==> src/rtl/upsp_pkg.sv <==
// Shared types and constants for the upscaler write-data path.
package upsp_pkg;

    localparam int PIX_W        = 24;
    localparam int CH_W         = 8;
    localparam int PIX_PER_BEAT = 4;

    typedef logic [PIX_W-1:0]              pix_t;
    typedef logic [PIX_W*PIX_PER_BEAT-1:0] beat_t;

endpackage

==> src/rtl/upsp_beat_fifo.sv <==
// Small circular beat buffer with a registered "can accept next cycle" flag
// and an occupancy count the serializer uses as its valid.
module upsp_beat_fifo
    import upsp_pkg::*;
#(
    parameter int WIDTH = $bits(beat_t),
    parameter int DEPTH = 2
) (
    input  logic                   clk,
    input  logic                   rst_n,
    input  logic                   push,
    input  logic [WIDTH-1:0]       push_data,
    input  logic                   pop,
    output logic [WIDTH-1:0]       head,
    output logic                   ready,
    output logic [$clog2(DEPTH):0] count
);

    localparam int PW = $clog2(DEPTH);
    localparam int CW = PW + 1;

    logic [WIDTH-1:0] mem [DEPTH];
    logic [PW-1:0]    wr_ptr;
    logic [PW-1:0]    rd_ptr;
    logic [CW-1:0]    count_next;

    always_comb begin
        count_next = count;
        if (push && !pop) begin
            count_next = count + CW'(1);
        end else if (!push && pop) begin
            count_next = count - CW'(1);
        end
    end

    // ready looks at next-cycle occupancy, so a pop while full only reopens
    // the input one edge later.
    always_ff @(posedge clk) begin
        if (!rst_n) begin
            wr_ptr <= '0;
            rd_ptr <= '0;
            count  <= '0;
            ready  <= 1'b0;
        end else begin
            if (push) begin
                wr_ptr <= wr_ptr + PW'(1);
            end
            if (pop) begin
                rd_ptr <= rd_ptr + PW'(1);
            end
            count <= count_next;
            ready <= (count_next < CW'(DEPTH));
        end
    end

    always_ff @(posedge clk) begin
        if (push) begin
            mem[wr_ptr] <= push_data;
        end
    end

    assign head = mem[rd_ptr];

endmodule

==> src/rtl/upsp_wdata_serializer.sv <==
// Turns 4-pixel write beats into a 1-pixel/cycle RGB stream tagged with SOF/EOL.
// Define UPSP_SER_STALL_CNT_EN to add the saturating stall_cnt output.
module upsp_wdata_serializer
    import upsp_pkg::*;
#(
    parameter int BUFFER_WIDTH = PIX_W,
    parameter int PIX_PER_BEAT = 4,
    parameter int LINE_PIXELS  = 3840,
    parameter int FRAME_LINES  = 2160,
    parameter int FIFO_DEPTH   = 2
) (
    input  logic                           clk,
    input  logic                           rst_n,
    input  logic                           upsp_ac_wvalid,
    input  logic [BUFFER_WIDTH*4-1:0]      upsp_ac_wdata,
    output logic                           ac_upsp_wready,
    output logic                           out_valid,
    output logic [BUFFER_WIDTH-1:0]        out_data,
    input  logic                           out_ready,
    output logic                           out_last,
`ifdef UPSP_SER_STALL_CNT_EN
    output logic [31:0]                    stall_cnt,
`endif
    output logic                           out_sof
);

    localparam int COL_W  = (LINE_PIXELS > 1) ? $clog2(LINE_PIXELS) : 1;
    localparam int LINE_W = (FRAME_LINES > 1) ? $clog2(FRAME_LINES) : 1;
    localparam int IDX_W  = $clog2(PIX_PER_BEAT);
    localparam int CW     = $clog2(FIFO_DEPTH) + 1;

    localparam logic [COL_W-1:0]  COL_LAST  = COL_W'(LINE_PIXELS - 1);
    localparam logic [LINE_W-1:0] LINE_LAST = LINE_W'(FRAME_LINES - 1);
    localparam logic [IDX_W-1:0]  IDX_LAST  = IDX_W'(PIX_PER_BEAT - 1);

    logic [BUFFER_WIDTH*4-1:0] head;
    logic [CW-1:0]             fifo_count;
    logic [BUFFER_WIDTH-1:0]   pix_arr [PIX_PER_BEAT];
    logic [IDX_W-1:0]          pix_idx;
    logic [COL_W-1:0]          col_cnt;
    logic [LINE_W-1:0]         line_cnt;
    logic                      push;
    logic                      pop;
    logic                      fire;

    upsp_beat_fifo #(
        .WIDTH (BUFFER_WIDTH*4),
        .DEPTH (FIFO_DEPTH)
    ) u_fifo (
        .clk       (clk),
        .rst_n     (rst_n),
        .push      (push),
        .push_data (upsp_ac_wdata),
        .pop       (pop),
        .head      (head),
        .ready     (ac_upsp_wready),
        .count     (fifo_count)
    );

    assign push      = upsp_ac_wvalid & ac_upsp_wready;
    assign out_valid = (fifo_count != '0);
    assign fire      = out_valid & out_ready;
    assign pop       = fire & (pix_idx == IDX_LAST);

    // data1 sits in the MSBs and goes out first.
    always_comb begin
        for (int i = 0; i < PIX_PER_BEAT; i++) begin
            pix_arr[i] = head[BUFFER_WIDTH*(PIX_PER_BEAT-i)-1 -: BUFFER_WIDTH];
        end
    end

    assign out_data = out_valid ? pix_arr[pix_idx] : '0;
    assign out_last = out_valid & (col_cnt == COL_LAST);
    assign out_sof  = out_valid & (col_cnt == '0) & (line_cnt == '0);

    always_ff @(posedge clk) begin
        if (!rst_n) begin
            pix_idx  <= '0;
            col_cnt  <= '0;
            line_cnt <= '0;
        end else if (fire) begin
            pix_idx <= (pix_idx == IDX_LAST) ? '0 : pix_idx + IDX_W'(1);
            if (col_cnt == COL_LAST) begin
                col_cnt  <= '0;
                line_cnt <= (line_cnt == LINE_LAST) ? '0 : line_cnt + LINE_W'(1);
            end else begin
                col_cnt <= col_cnt + COL_W'(1);
            end
        end
    end

`ifdef UPSP_SER_STALL_CNT_EN
    always_ff @(posedge clk) begin
        if (!rst_n) begin
            stall_cnt <= '0;
        end else if (out_valid && !out_ready && (stall_cnt != 32'hFFFF_FFFF)) begin
            stall_cnt <= stall_cnt + 32'd1;
        end
    end
`endif

endmodule
==> config.mk <==
export PLATFORM = sky130hd
export DESIGN_NAME = upsp_wdata_serializer
export DESIGN_NICKNAME = d
export VERILOG_FILES = /design/src/rtl/upsp_pkg.sv /design/src/rtl/upsp_beat_fifo.sv /design/src/rtl/upsp_wdata_serializer.sv
export SDC_FILE = /design/constraint.sdc
export NUM_CORES = 1
export LEC_CHECK = 0
export ABC_AREA = 1
export CAP_MARGIN = 20
export CORE_ASPECT_RATIO = 1.25
export CORE_UTILIZATION = 62
export CTS_BUF_LIST = sky130_fd_sc_hd__clkbuf_4
export DETAILED_ROUTE_END_ITERATION = 10
export PLACE_DENSITY_LB_ADDON = 0.1
export SKIP_LAST_GASP = 1
export SYNTH_ARGS = -nofsm -noshare
export SYNTH_HDL_FRONTEND = slang
export SYNTH_HIERARCHICAL = 1
export SYNTH_SLANG_ARGS = --single-unit
==> constraint.sdc <==
create_clock -name clk -period 11.25 [get_ports clk]
set_input_delay 2.25 -clock clk [delete_from_list [all_inputs] [get_ports clk]]
set_output_delay 2.25 -clock clk [all_outputs]
set_load 0.005 [all_outputs]
==> results by group <==
Run status
  • Outcome: completed

Power
  • Switch Pwr: 0.3936 mW
  • Leakage: 4.242 nW
  • Sequential power share: 0.554
  • Cell internal pwr: 1.311 mW
  • Switch share: 0.2309
  • Combinational Power Share: 0.080
  • VDD IR max: 0.1031 mV
  • Clock share of power: 0.366
  • Total power: 1.704 mW
  • Pwr dens: 143.3 mW/mm2

GRT
  • First-pass GRT wire length: 33.48 mm
  • Grt ovf: 0
  • Vias in the first global route: 6831
  • Overall routing resource usage: 0.2765
  • Largest net degree at the start of global routing: 85
  • Initial antenna violation count: 3

Clock network
  • Inserted Clock Buffers: 54
  • Cts-stage hold buffer count: 0
  • Setup Fix Bufs, Post-CTS: 0
  • CTS tree: built
  • Clk buf depth: 3
  • Clock slew at reported path FFs: 0.07 ns
  • H-tree depth: 2
  • Sink Count: 224
  • PostCTS Resize Cnt: 0
  • Root Driver: clkbuf_4
  • Clk Latency, worst-skew pair: 0.66 ns

Synth
  • Mux contribution to synthesized area: 0.1252
  • Largest family of logic cells by synthesized area: multiplexers
  • XOR/XNOR share of the synthesized area: 0.004453
  • Synth Net Count: 884
  • Gate Count Post-Synth: 777
  • Synth Area in Simple Gates: 0.1187
  • Share of synthesized registers carrying an async set or reset: 0
  • Dominant synthesized flop cell: edfxtp_1
  • Yosys warning total: 6
  • Sequential-to-total area share from yosys stat: 0.6514
  • Netlist cell types: 37
  • Count of flip-flops with a built-in enable after synthesis: 192
  • Complex-gate fraction of the synthesized area: 0.05051
  • Synth Area per Inst: 12.66 um2
  • Synthesized flop and latch total: 224
  • Synthesized area: 0.009834 mm2
  • Adder-cell share of the synthesized area: 0.008906

Die
  • IO Pins: 128
  • Starting density of the core: 0.6316
  • Std-Cell Rows: 51
  • DIE AREA: 0.01637 mm2
  • Placeable core area: 0.01557 mm2
  • Die Width: 114.7 um
  • Chip height: 142.8 um

Drt
  • Vias per cell: 5.479
  • DR pass1 iterations: 6
  • WL/cell: 18.41 um
  • First DRT Iteration DRCs: 483
  • Post-DRT Antenna Nets: 0
  • Residual DRC: 0
  • Final Routed Wirelength: 21.98 mm
  • Routed vias: 6542

Timing
  • Maximum clock frequency: 169.6 MHz
  • Final setup vio count: 0
  • Max_slew headroom: 0.2516
  • Actual slew at the worst max-slew pin: 1.123 ns
  • Final WS setup: 5.355 ns
  • Post-route minimum period: 5.895 ns
  • Final Slew Violations: 0
  • Hold Slack: 0.4942 ns
  • Final Cycle Share: 0.5240
  • TNS Setup: 0 ns
  • Final Skew: 0.02591 ns
  • Hold Vio Cnt, Final: 0
  • Unrepaired setup endpoints after global routing: no

Placed design
  • DP HPWL: 14.83 mm
  • Placed Area: 0.01119 mm2
  • RD Place Congestion: 0.8461
  • Placement Setup Slack: 6.012 ns
  • Placed insts: 1089
  • Buffers on Ports: 127

Setup path
  • CP Launch Type: register
  • Worst reg2reg startpoint: pix_idx[1]
  • Worst EP required: 9.00 ns
  • FF-to-FF End: u_fifo/ready
  • Slowest stage delay, CP: 0.87 ns
  • R2R setup slack: 8.64 ns
  • Crit Path Class: register to output pin
  • Worst-path fanout max: 62
  • Cell mode on critical path: nor2_1
  • CP Data Arrival Time: 3.65 ns
  • Crit path cell chain: buf_4 -> mux2_2 -> nor2_1 -> nor2_1 -> o21ai_0 -> a21oi_1 -> clkdlybuf4s50_1
  • FF-to-FF path depth: 8
  • Slowest cell on crit path: buf_4
  • CP endpoint kind: output pin

Hold path
  • Hold Path Depth: 2
  • Worst hold path type: register to register
  • Hold Path Sink: line_cnt[9]
  • HP Start: line_cnt[9]

Finish
  • Layout Cells excl Fill: 1194
  • Final design utilization: 0.7638
  • Fraction of layout cells with a size suffix above 1: 0.2063
  • Filler instances: 1034
  • Final instance area: 0.01189 mm2
  • Synthesis-to-layout area growth: 20.93%
  • Most frequent cells in the layout: edfxtp_1 (192), nor2_1 (137), clkdlybuf4s50_1 (127)
  • Final net count: 1041
  • Commonest non-fill, non-tap cell in the layout: edfxtp_1

Flow run
  • Max cap viols: 0
[routing by layer]
| metal | GRT usage | share of wire |
|---|---|---|
| met5 | 0 | 0 |
| met4 | 0.1695 | 0.043 |
| met3 | 0.06409 | 0.052 |
| met2 | 0.5167 | 0.56 |
| met1 | 0.2740 | 0.34 |
[final cells by class]
| class | count | area [um2] | share of cell area |
|---|---|---|---|
| flip-flops and latches | 224 | 6411 | 0.5391 |
| multi-input cells | 476 | 3034 | 0.2551 |
| repair buffers | 132 | 1329 | 0.1117 |
| clock buffers | 74 | 555.5 | 0.04671 |
| well taps | 212 | 265.3 | 0.02230 |
| inverters | 46 | 177.7 | 0.01494 |
| clock inverters | 27 | 112.6 | 0.009469 |
| diodes | 3 | 7.507 | 0.0006312 |
[power by group through the flow]
stage / Clock, mW / Combinational (mW) / Sequential (mW)
final: 0.624 / 0.136 / 0.944
after global routing: 0.682 / 0.147 / 0.946
after CTS: 0.640 / 0.135 / 0.944
after detailed placement: 0 / 0.134 / 0.963
after global placement: 0 / 0.131 / 0.961
after floorplan: 0 / 0.0636 / 0.958
[how the worst max path moves through the flow]
| stage | startpoint | endpoint | slack (ns) | depth (start not counted) |
|---|---|---|---|---|
| after global placement | register | out_data[13] | 6.00 | 7 |
| after global routing | register | out_data[13] | 5.10 | 7 |
| after CTS | register | out_data[13] | 5.29 | 7 |
| after floorplan | upsp_ac_wvalid | u_fifo/mem[0][0] | 4.23 | 4 |
| after detailed placement | register | out_data[13] | 6.01 | 7 |
| final | register | out_data[13] | 5.35 | 7 |
[critical path: cells and delay by family, from the launching register on]
family	cells	cell delay, ns
AO/OA/AOI/OAI	2	0.41
flip-flops	1	0.68
buffers and inverters	2	1.42
multiplexers	1	0.31
AND/OR/NAND/NOR	2	0.15
[cell usage after synthesis, types with 2 or more instances]
| cell type | n | area, um2 |
|---|---|---|
| xor2_1 | 2 | 17.52 |
| mux2_4 | 40 | 600.6 |
| mux2_2 | 56 | 630.6 |
| xnor2_1 | 3 | 26.28 |
| nor3_1 | 4 | 20.02 |
| o21ai_0 | 45 | 225.2 |
| nor4_1 | 3 | 18.77 |
| buf_2 | 12 | 60.06 |
| nor2_2 | 3 | 18.77 |
| nand3_2 | 2 | 20.02 |
| buf_6 | 2 | 22.52 |
| o21ai_1 | 12 | 60.06 |
| clkbuf_1 | 10 | 37.54 |
| ha_1 | 7 | 87.58 |
| a21oi_1 | 38 | 190.2 |
| nand2_1 | 80 | 300.3 |
| nor2_1 | 138 | 518.0 |
| nand4_1 | 4 | 25.02 |
| buf_12 | 4 | 80.08 |
| nand2_2 | 2 | 12.51 |
| nor2_4 | 6 | 67.56 |
| nand3_1 | 24 | 120.1 |
| dfxtp_1 | 32 | 640.6 |
| edfxtp_1 | 192 | 5766 |
| inv_1 | 44 | 165.2 |
[registers in the layout, summed over array words and instances, names as in the netlist, named ones only]
| signal | cells |
|---|---|
| u_fifo/count | 1 |
| u_fifo/mem | 192 |
| u_fifo/rd_ptr | 1 |
| u_fifo/wr_ptr | 1 |
| line_cnt | 12 |
| pix_idx | 2 |
| col_cnt | 12 |
| u_fifo/ready | 1 |
[cell families after synthesis]
family                     count (synthesis)
and+or+nand+nor                          270
DFF                                      224
AOI/OAI and AO/OA                         98
muxes                                     96
buffers and inverters                     77
adders and majority gates                  7
xor gates and xnor gates                   5
No activity file was read; power rests on OpenSTA's default activity.
